===== src/rtl/proc_pkg.sv =====
// Shared processor definitions: datapath widths, opcodes and the rfread bundle.
// Branch-class opcodes (jumps, calls, returns) all have opcode bit 3 set.
package proc_pkg;

  localparam int PC_W = 6;
  localparam int IR_W = 16;

  // Opcode lives in ir[3:0]
  localparam logic [3:0] OP_ADD_X  = 4'b0000;
  localparam logic [3:0] OP_SUB_X  = 4'b0001;
  localparam logic [3:0] OP_LD_X   = 4'b0010;
  localparam logic [3:0] OP_ST_X   = 4'b0011;
  localparam logic [3:0] OP_J_X    = 4'b1000;
  localparam logic [3:0] OP_JZ_X   = 4'b1001;
  localparam logic [3:0] OP_JN_X   = 4'b1010;
  localparam logic [3:0] OP_CALL_X = 4'b1100;
  localparam logic [3:0] OP_RET_X  = 4'b1101;

  typedef struct packed {
    logic            valid;
    logic [IR_W-1:0] ir;
    logic [PC_W-1:0] pc;
    logic [PC_W-1:0] pred_pc;
    logic            fastcall;
  } rf_bundle_t;

  function automatic logic is_branch(input logic [3:0] op);
    return (op & 4'b1000) != 4'b0000;
  endfunction

endpackage


===== src/rtl/fetch_stage_if.sv =====
// Fetch-stage bus: stall/redirect/predictor/imem inputs and rfread-bundle outputs.
// master = fetch stage side, slave = surrounding pipeline / testbench side.
interface fetch_stage_if #(
  parameter int PC_W = proc_pkg::PC_W,
  parameter int IR_W = proc_pkg::IR_W
);
  logic            i_stall;
  logic            i_redirect_valid;
  logic [PC_W-1:0] i_redirect_pc;
  logic [PC_W-1:0] i_pred_pc;
  logic            i_pred_fastcall;
  logic [IR_W-1:0] i_imem_rdata;
  logic [PC_W-1:0] o_current_pc;
  logic            o_fetch_valid;
  logic            o_rfread_valid;
  logic [IR_W-1:0] o_ir_rfread;
  logic [PC_W-1:0] o_pc_rfread;
  logic [PC_W-1:0] o_pred_pc_rfread;
  logic            o_fastcall_rfread;
  logic            o_is_br_instr_rfread;

  modport master (
    input  i_stall, i_redirect_valid, i_redirect_pc, i_pred_pc, i_pred_fastcall, i_imem_rdata,
    output o_current_pc, o_fetch_valid, o_rfread_valid, o_ir_rfread, o_pc_rfread,
           o_pred_pc_rfread, o_fastcall_rfread, o_is_br_instr_rfread
  );

  modport slave (
    output i_stall, i_redirect_valid, i_redirect_pc, i_pred_pc, i_pred_fastcall, i_imem_rdata,
    input  o_current_pc, o_fetch_valid, o_rfread_valid, o_ir_rfread, o_pc_rfread,
           o_pred_pc_rfread, o_fastcall_rfread, o_is_br_instr_rfread
  );
endinterface


===== src/rtl/fetch_stage.sv =====
// PC generation + imem fetch into the rfread register; address-to-rfread 2 cycles.
// Stall holds PC/F/rfread with a 1-entry skid for imem data; redirect squashes F and rfread.
module fetch_stage #(
  parameter int              PC_W     = proc_pkg::PC_W,
  parameter int              IR_W     = proc_pkg::IR_W,
  parameter logic [PC_W-1:0] RESET_PC = '0
) (
  input logic           clk,
  input logic           reset,
  fetch_stage_if.master bus
);
  import proc_pkg::*;

  logic [PC_W-1:0] pc_q, pc_d;
  logic            f_valid_q, f_valid_d;
  logic [PC_W-1:0] f_pc_q, f_pc_d;
  logic [PC_W-1:0] f_pred_q, f_pred_d;
  logic            f_fc_q, f_fc_d;
  logic            skid_valid_q, skid_valid_d;
  logic [IR_W-1:0] skid_ir_q, skid_ir_d;
  rf_bundle_t      rf_q, rf_d;
  logic [IR_W-1:0] f_ir;

  // Once stalled, imem re-reads pc_q, so the F instruction must come from the skid
  assign f_ir = skid_valid_q ? skid_ir_q : bus.i_imem_rdata;

  always_comb begin
    pc_d         = pc_q;
    f_valid_d    = f_valid_q;
    f_pc_d       = f_pc_q;
    f_pred_d     = f_pred_q;
    f_fc_d       = f_fc_q;
    skid_valid_d = skid_valid_q;
    skid_ir_d    = skid_ir_q;
    rf_d         = rf_q;
    if (bus.i_redirect_valid) begin
      pc_d         = bus.i_redirect_pc;
      f_valid_d    = 1'b0;
      skid_valid_d = 1'b0;
      rf_d.valid   = 1'b0;
    end else if (bus.i_stall) begin
      if (f_valid_q && !skid_valid_q) begin
        skid_ir_d    = bus.i_imem_rdata;
        skid_valid_d = 1'b1;
      end
    end else begin
      rf_d.valid    = f_valid_q;
      rf_d.ir       = f_ir;
      rf_d.pc       = f_pc_q;
      rf_d.pred_pc  = f_pred_q;
      rf_d.fastcall = f_fc_q;
      skid_valid_d  = 1'b0;
      f_pc_d        = pc_q;
      f_pred_d      = bus.i_pred_pc;
      f_fc_d        = bus.i_pred_fastcall;
      f_valid_d     = 1'b1;
      pc_d          = bus.i_pred_pc;
    end
  end

  always_ff @(posedge clk) begin
    if (reset) begin
      pc_q         <= RESET_PC;
      f_valid_q    <= 1'b0;
      f_pc_q       <= '0;
      f_pred_q     <= '0;
      f_fc_q       <= 1'b0;
      skid_valid_q <= 1'b0;
      skid_ir_q    <= '0;
      rf_q         <= '0;
    end else begin
      pc_q         <= pc_d;
      f_valid_q    <= f_valid_d;
      f_pc_q       <= f_pc_d;
      f_pred_q     <= f_pred_d;
      f_fc_q       <= f_fc_d;
      skid_valid_q <= skid_valid_d;
      skid_ir_q    <= skid_ir_d;
      rf_q         <= rf_d;
    end
  end

  assign bus.o_current_pc         = pc_q;
  assign bus.o_fetch_valid        = !reset && !bus.i_redirect_valid && !bus.i_stall;
  assign bus.o_rfread_valid       = rf_q.valid;
  assign bus.o_ir_rfread          = rf_q.ir;
  assign bus.o_pc_rfread          = rf_q.pc;
  assign bus.o_pred_pc_rfread     = rf_q.pred_pc;
  assign bus.o_fastcall_rfread    = rf_q.fastcall;
  assign bus.o_is_br_instr_rfread = rf_q.valid && is_branch(rf_q.ir[3:0]);

endmodule

===== src/flat_wrapper.sv =====
// flat-port wrapper written by rule: the top's interface ports become plain ports
module fetch_stage_flat import proc_pkg::*;
#(
  parameter int              PC_W     = proc_pkg::PC_W,
  parameter int              IR_W     = proc_pkg::IR_W,
  parameter logic [PC_W-1:0] RESET_PC = '0
)
  (clk, reset, bus_i_stall, bus_i_redirect_valid, bus_i_redirect_pc, bus_i_pred_pc, bus_i_pred_fastcall, bus_i_imem_rdata, bus_o_current_pc, bus_o_fetch_valid, bus_o_rfread_valid, bus_o_ir_rfread, bus_o_pc_rfread, bus_o_pred_pc_rfread, bus_o_fastcall_rfread, bus_o_is_br_instr_rfread);
  fetch_stage_if #(.PC_W(PC_W), .IR_W(IR_W)) bus_i ();
  input logic clk;
  input logic reset;
  input wire logic [$bits(bus_i.i_stall)-1:0] bus_i_stall;
  input wire logic [$bits(bus_i.i_redirect_valid)-1:0] bus_i_redirect_valid;
  input wire logic [$bits(bus_i.i_redirect_pc)-1:0] bus_i_redirect_pc;
  input wire logic [$bits(bus_i.i_pred_pc)-1:0] bus_i_pred_pc;
  input wire logic [$bits(bus_i.i_pred_fastcall)-1:0] bus_i_pred_fastcall;
  input wire logic [$bits(bus_i.i_imem_rdata)-1:0] bus_i_imem_rdata;
  output wire logic [$bits(bus_i.o_current_pc)-1:0] bus_o_current_pc;
  output wire logic [$bits(bus_i.o_fetch_valid)-1:0] bus_o_fetch_valid;
  output wire logic [$bits(bus_i.o_rfread_valid)-1:0] bus_o_rfread_valid;
  output wire logic [$bits(bus_i.o_ir_rfread)-1:0] bus_o_ir_rfread;
  output wire logic [$bits(bus_i.o_pc_rfread)-1:0] bus_o_pc_rfread;
  output wire logic [$bits(bus_i.o_pred_pc_rfread)-1:0] bus_o_pred_pc_rfread;
  output wire logic [$bits(bus_i.o_fastcall_rfread)-1:0] bus_o_fastcall_rfread;
  output wire logic [$bits(bus_i.o_is_br_instr_rfread)-1:0] bus_o_is_br_instr_rfread;
  assign bus_i.i_stall = bus_i_stall;
  assign bus_i.i_redirect_valid = bus_i_redirect_valid;
  assign bus_i.i_redirect_pc = bus_i_redirect_pc;
  assign bus_i.i_pred_pc = bus_i_pred_pc;
  assign bus_i.i_pred_fastcall = bus_i_pred_fastcall;
  assign bus_i.i_imem_rdata = bus_i_imem_rdata;
  assign bus_o_current_pc = bus_i.o_current_pc;
  assign bus_o_fetch_valid = bus_i.o_fetch_valid;
  assign bus_o_rfread_valid = bus_i.o_rfread_valid;
  assign bus_o_ir_rfread = bus_i.o_ir_rfread;
  assign bus_o_pc_rfread = bus_i.o_pc_rfread;
  assign bus_o_pred_pc_rfread = bus_i.o_pred_pc_rfread;
  assign bus_o_fastcall_rfread = bus_i.o_fastcall_rfread;
  assign bus_o_is_br_instr_rfread = bus_i.o_is_br_instr_rfread;
  fetch_stage #(.PC_W(PC_W), .IR_W(IR_W), .RESET_PC(RESET_PC)) u_core (.clk(clk), .reset(reset), .bus(bus_i));
endmodule

===== config.mk =====
export PLATFORM = sky130hd
export DESIGN_NAME = fetch_stage_flat
export DESIGN_NICKNAME = d
export VERILOG_FILES = /design/src/rtl/proc_pkg.sv /design/src/rtl/fetch_stage_if.sv /design/src/rtl/fetch_stage.sv /design/src/flat_wrapper.sv
export SDC_FILE = /design/constraint.sdc
export NUM_CORES = 1
export LEC_CHECK = 0
export ABC_AREA = 1
export CORE_ASPECT_RATIO = 0.9
export CORE_UTILIZATION = 25
export CTS_CLUSTER_SIZE = 24
export DETAILED_ROUTE_END_ITERATION = 10
export GPL_TIMING_DRIVEN = 0
export HOLD_SLACK_MARGIN = 0.1
export PLACE_DENSITY_LB_ADDON = 0.08
export SYNTH_ARGS = -nofsm -noshare
export SYNTH_HDL_FRONTEND = slang
export SYNTH_SLANG_ARGS = --single-unit

===== constraint.sdc =====
create_clock -name clk -period 3.9 [get_ports clk]
set_clock_uncertainty 0.05 [all_clocks]
set_input_delay 1.17 -clock clk [delete_from_list [all_inputs] [get_ports clk]]
set_output_delay 1.17 -clock clk [all_outputs]
set_load 0.02 [all_outputs]

==> qor.txt, run 1 <==
I/O Pins: 71
RePlAce Congestion: 0.7310
Core Region: 10900 sq um
syn_area_per_cell: 7.412 sq um
Pins Over Slew Limit: 0
Remaining Overflow, GRT: 0
CTS Buffer Depth: 2
setup violators final: 0
initial antenna violation count: 0
slew margin rel.: 68.14%
vias in the first global route: 2463
most common cell in the synthesized netlist: nor2_1
final hold vios: 0
Total GRT Usage: 14.73%
top cells by area, synth: dfxtp_1, nor2_1, nand2_1, o21ai_0, nand3_1
crit path DAT: 2.49 ns
Final WS setup: 0.1900 ns
Critical Path End Type: output pin
share of cells above drive strength 1: 13.61%
Chip Width: 113.9 um
Final Cycle Share: 95.13%
Antenna Cells: 0
H-tree levels: 3
Power Internal: 1.305 mW
Max Cap Viol: 0
Worst Tran Pin Value: 0.4778 ns
crit path max fanout: 10
Clock Sinks: 67
Port Buffers: 68
Initial Utilization: 25.84%
sw frac: 24.58%
sum of buffers and inverters on the critical path: 4
crit path kind: in2out
insertion delay to the later sink of the worst-skew pair: 0.32 ns
RSZ-0062 raised after global routing: no
Worst-path clk slew: 0.05 ns
Post-Route Setup TNS: 0 ns
Worst VDD drop: 0.0002049 V
combinational share of power: 13.6%
global-route wire length before repair: 12.96 mm
area grow syn2layout: 40.69%
TritonCTS buffer count: 9
Setup crit start kind: input port
Top FF cell, synth: dfxtp_1
Critical Path Max Stage Delay: 0.49 ns
largest net degree at the start of global routing: 11
Sw Pwr: 425.4 uW
via count: 2583
cell family with most CP delay: buffers and inverters
post-DP HPWL: 5.495 mm
Total Power: 1.731 mW
Final Core Density: 36.35%
min Tclk post-route: 3.710 ns
dpl ws: -0.2648 ns
sequential fraction of the synthesis area: 47.62%
dpl cells: 600
post-route ant nets: 0
fin nets: 492
synth warn: 0
clock power share: 43.6%
Die Ht: 102.7 um
fmax: 269.5 MHz
DRC: 0
First-pass DRT Iterations: 4
Syn Inst Count: 380
Flop pwr share: 42.8%
Avg Vias per Cell: 4.200
Slowest-stage cell, CP: clkdlybuf4s50_1
Post-synth top cells: nor2_1, dfxtp_1, nand2_1
Post-Syn Area: 2816 sq um
Syn Nets: 413
initial DRC count: 111
Yosys reg bits: 67
crit path cell chain: clkdlybuf4s50_1 > nor2_4 > inv_2 > buf_2 > nor2_1 > clkbuf_2
WL final: 7.910 mm
Async S/R FF share, synth: 0%
leading area contributor after synthesis: dfxtp_1
status: finished, final reports clean
drt wl/cell: 12.86 um
Row Count: 36
CTS tree: yes
final instance count without filler cells: 615
post-synth cell types: 21
Worst EP required: 2.68 ns
post-synth top area share: 47.62%
Post-synth EDFFs: 0
Leakage: 1.678 nW
Die Area: 11690 sq um
Root Buffer: clkbuf_16
Pwr Density: 436.8 nW/um^2
hold crit path type: reg2reg
what timing repair did:
action / 4_1_cts / 5_1_grt
setup buffers: 0 / 0
hold buffers: 0 / 0
cloned: 0 / 0
setup endpoints to repair: 1 / 1
resized for setup: 1 / 2
through the flow:
| step | instance area, sq um | hold WS, ns |
|---|---|---|
| after floorplan | 2816 | 0.3902 |
| after global placement | 3687 | 0.4042 |
| after detailed placement | 3687 | 0.4085 |
| after CTS | 3966 | 0.4178 |
| after global routing | 3963 | 0.4459 |
| final | 3963 | 0.4120 |
worst register-to-register path: stages (launching register included):
cell and delay [ns]:
dfxtp_1 0.30, buf_6 0.14, nor2_2 0.29, buf_2 0.30, nand3_1 0.11, nand2_1 0.07
nor2_1 0.04
path summary, 6_finish.rpt:
kind                            cells past startpoint  slack (ns)           startpoint             endpoint
worst max register to register                      6        2.50  u_core.skid_valid_q  u_core.skid_ir_q[8]
worst min-delay path                                2        0.41   u_core.f_pred_q[4]   u_core.f_pred_q[4]
worst max-delay path                                6        0.19          bus_i_stall    bus_o_fetch_valid
worst min register to register                      2        0.41   u_core.f_pred_q[4]   u_core.f_pred_q[4]
logic make-up (layout without fill, tap and decap cells):
kind of cell    count (synthesis)  count (layout)  synth area share [%]
compound gates                 61              61                 12.26
buf+inv                        53             136                 9.996
flops                          67              67                 47.62
simple gates                  199             199                 30.12
power by group through the flow:
stage	clock (mW)	combinational, mW	sequential, mW
5_1_grt	0.813	0.262	0.745
4_1_cts	0.779	0.239	0.741
2_1_floorplan	0	0.0984	0.780
6_report	0.754	0.235	0.741
3_5_place_dp	0	0.238	0.755
3_3_place_gp	0	0.238	0.755
placed cells by master, fill, tap and decap left out, types with 9 or more instances in the layout:
cell type,n
nor2_1,90
nand2_2,10
clkbuf_16,9
clkdlybuf4s50_1,67
o21ai_0,30
inv_1,25
nand3_1,28
dfxtp_1,67
a21oi_2,10
a21oi_1,14
nand2_1,66
area by class of cell:
type                       instances  area [sq um]
clock buffer                      13         270.3
inverter                          30         117.6
buffer                            23         163.9
multi-input combinational        260          1194
tap                              152         190.2
sequential                        67          1341
clock inverter                     2         10.01
fill                            1213          6938
timing repair buffer              68         675.6
routing by layer:
metal	GRT usage (%)	share of wire, %	up-vias
met4	4.795	1.2	0
li1	-	-	1359
met5	0	0	-
met3	3.527	3.7	9
met1	20.80	54	1165
met2	22.09	41	50
registers in the layout, summed over array words and instances (netlist names), 6 cells and up:
signal and count:
u_core.bus.o_ir_rfread 16, u_core.bus.o_current_pc 6, u_core.bus.o_pred_pc_rfread 6, u_core.f_pc_q 6
u_core.skid_ir_q 16, u_core.bus.o_pc_rfread 6, u_core.f_pred_q 6
Power figures use the tool's default switching activity.
==> inputs of run 2 (changes only) <==
--- a/config.mk
+++ b/config.mk
@@ -13,6 +13,7 @@
 export GPL_TIMING_DRIVEN = 0
 export HOLD_SLACK_MARGIN = 0.1
 export PLACE_DENSITY_LB_ADDON = 0.08
+export SKIP_CTS_REPAIR_TIMING = 1
 export SYNTH_ARGS = -nofsm -noshare
 export SYNTH_HDL_FRONTEND = slang
 export SYNTH_SLANG_ARGS = --single-unit
==> results of run 2 <==
The final DEF is identical to that of run 1; final timing and power are the same.
==> inputs of run 3 (changes only) <==
--- a/config.mk
+++ b/config.mk
@@ -6,6 +6,7 @@
 export NUM_CORES = 1
 export LEC_CHECK = 0
 export ABC_AREA = 1
+export ABC_CLOCK_PERIOD_IN_PS = 3900
 export CORE_ASPECT_RATIO = 0.9
 export CORE_UTILIZATION = 25
 export CTS_CLUSTER_SIZE = 24
==> constraint.sdc (replaced) <==
create_clock -name clk -period 3.9 [get_ports clk]
set_clock_uncertainty 0.05 [all_clocks]
set_input_delay 0.39 -clock clk [delete_from_list [all_inputs] [get_ports clk]]
set_output_delay 0.39 -clock clk [all_outputs]
set_load 0.02 [all_outputs]
==> run 3 against run 2 <==
Wire length hardly changed. Power is essentially flat. Register-to-register slack about the same.
==> qor.txt, run 3 (same netlist as run 1, synthesis figures left out) <==
Leakage: 1.676 nW
Sw Pwr: 424.7 uW
Total Power: 1.731 mW
CTS Buffer Depth: 2
Port Buffers: 68
FILL cells: 1213
post-DP HPWL: 5.495 mm
setup violators final: 0
via count: 2562
Avg Vias per Cell: 4.166
Worst-path clk slew: 0.05 ns
Critical Path Max Stage Delay: 0.61 ns
Pwr Density: 436.2 nW/um^2
min Tclk post-route: 2.582 ns
First-pass DRT Iterations: 4
Pins Over Slew Limit: 0
CTS tree: yes
clock power share: 43.6%
most frequent cells in the layout: nor2_1, clkdlybuf4s50_1, dfxtp_1
Initial Utilization: 25.84%
Post-Route Setup TNS: 0 ns
Final Cycle Share: 66.21%
Worst EP required: 3.46 ns
Clock Sinks: 67
I/O Pins: 71
Chip Width: 113.9 um
worst hold start: reset
post-route ant nets: 0
Crit. Startpoint: bus_i_stall
RePlAce Congestion: 0.7310
status: finished, final reports clean
area grow syn2layout: 40.87%
dpl ws: 1.295 ns
Root Buffer: clkbuf_16
H-tree levels: 3
final hold slack: 0.3487 ns
Core Region: 10900 sq um
commonest non-fill, non-tap cell in the layout: nor2_1
initial antenna violation count: 0
Remaining Overflow, GRT: 0
Setup crit start kind: input port
fin nets: 492
Worst Tran Pin Value: 0.4843 ns
Critical Path End Type: output pin
crit path cell chain: clkdlybuf4s50_1 > nor2_4 > inv_2 > buf_2 > nor2_1 > clkdlybuf4s50_1
DRC: 0
Row Count: 36
Worst R2R Path Depth: 6
final hold vios: 0
initial DRC count: 113
Antenna Cells: 0
RR Startpoint: u_core.skid_valid_q
RR Endpoint: u_core.skid_ir_q[8]
crit path kind: in2out
crit path DAT: 2.14 ns
drt wl/cell: 12.86 um
Flop pwr share: 42.8%
Total GRT Usage: 14.73%
combinational share of power: 13.6%
Die Ht: 102.7 um
hold crit path type: in2reg
slew margin rel.: 67.71%
Worst VDD drop: 0.0002054 V
Die Area: 11690 sq um
Slowest-stage cell, CP: clkdlybuf4s50_1
Final Core Density: 36.40%
largest net degree at the start of global routing: 11
Max Cap Viol: 0
sw frac: 24.54%
most frequent CP cell: clkdlybuf4s50_1
fmax: 387.3 MHz
Hold EP: u_core.f_pred_q[2]
share of cells above drive strength 1: 13.39%
WHS Path Cells: 2
Power Internal: 1.306 mW
WL final: 7.909 mm
global-route wire length before repair: 12.96 mm
insertion delay to the later sink of the worst-skew pair: 0.32 ns
Final WS setup: 1.318 ns
RSZ-0062 raised after global routing: no
TritonCTS buffer count: 9
vias in the first global route: 2463
setup slack, reg-to-reg: 2.50 ns
crit path max fanout: 10
## run 3: through the flow
| stage | cells | instance area, sq um |
|---|---|---|
| finish | 615 | 3968 |
| CTS | 615 | 3968 |
| global placement | 600 | 3687 |
| global route | 615 | 3968 |
| detailed placement | 600 | 3687 |
| floorplan | 380 | 2816 |
## run 3: worst max-delay path, delay by kind of cell
| kind | cells | cell delay, ns |
|---|---|---|
| buffers and inverters | 4 | 1.43 |
| and+or+nand+nor | 2 | 0.32 |
## run 3: layer usage
metal  GRT usage, %  vias to the layer above  part of all wire [%]
met5              0                        -                     0
met4          4.795                        0                  0.53
met2          22.09                       40                    42
met1          20.80                     1157                    55
li1               -                     1361                     -
met3          3.527                        4                   2.9
## run 3: final cells by class
class / instances / area [sq um] / share of cell area [%]
Multi-Input combinational cell: 260 / 1194 / 30.08
Sequential cell: 67 / 1341 / 33.81
Clock buffer: 13 / 270.3 / 6.812
Buffer: 23 / 163.9 / 4.131
Timing Repair Buffer: 68 / 680.7 / 17.16
Tap cell: 152 / 190.2 / 4.793
Inverter: 30 / 117.6 / 2.964
Clock inverter: 2 / 10.01 / 0.2523
## run 3: power groups by stage
stage               clock network, mW  logic (mW)  registers, mW
floorplan                           0      0.0984          0.780
CTS                             0.779       0.240          0.741
finish                          0.754       0.236          0.741
detailed placement                  0       0.238          0.755
global route                    0.813       0.262          0.745
global placement                    0       0.238          0.755
## run 3: how the worst max path moves through the flow
stage | depth (start not counted) | slack (ns) | end
2_1_floorplan | 5 | 2.28 | bus_o_fetch_valid
3_3_place_gp | 6 | 1.29 | bus_o_fetch_valid
3_5_place_dp | 6 | 1.30 | bus_o_fetch_valid
4_1_cts | 6 | 1.29 | bus_o_fetch_valid
5_1_grt | 6 | 1.17 | bus_o_fetch_valid
6_report | 6 | 1.32 | bus_o_fetch_valid
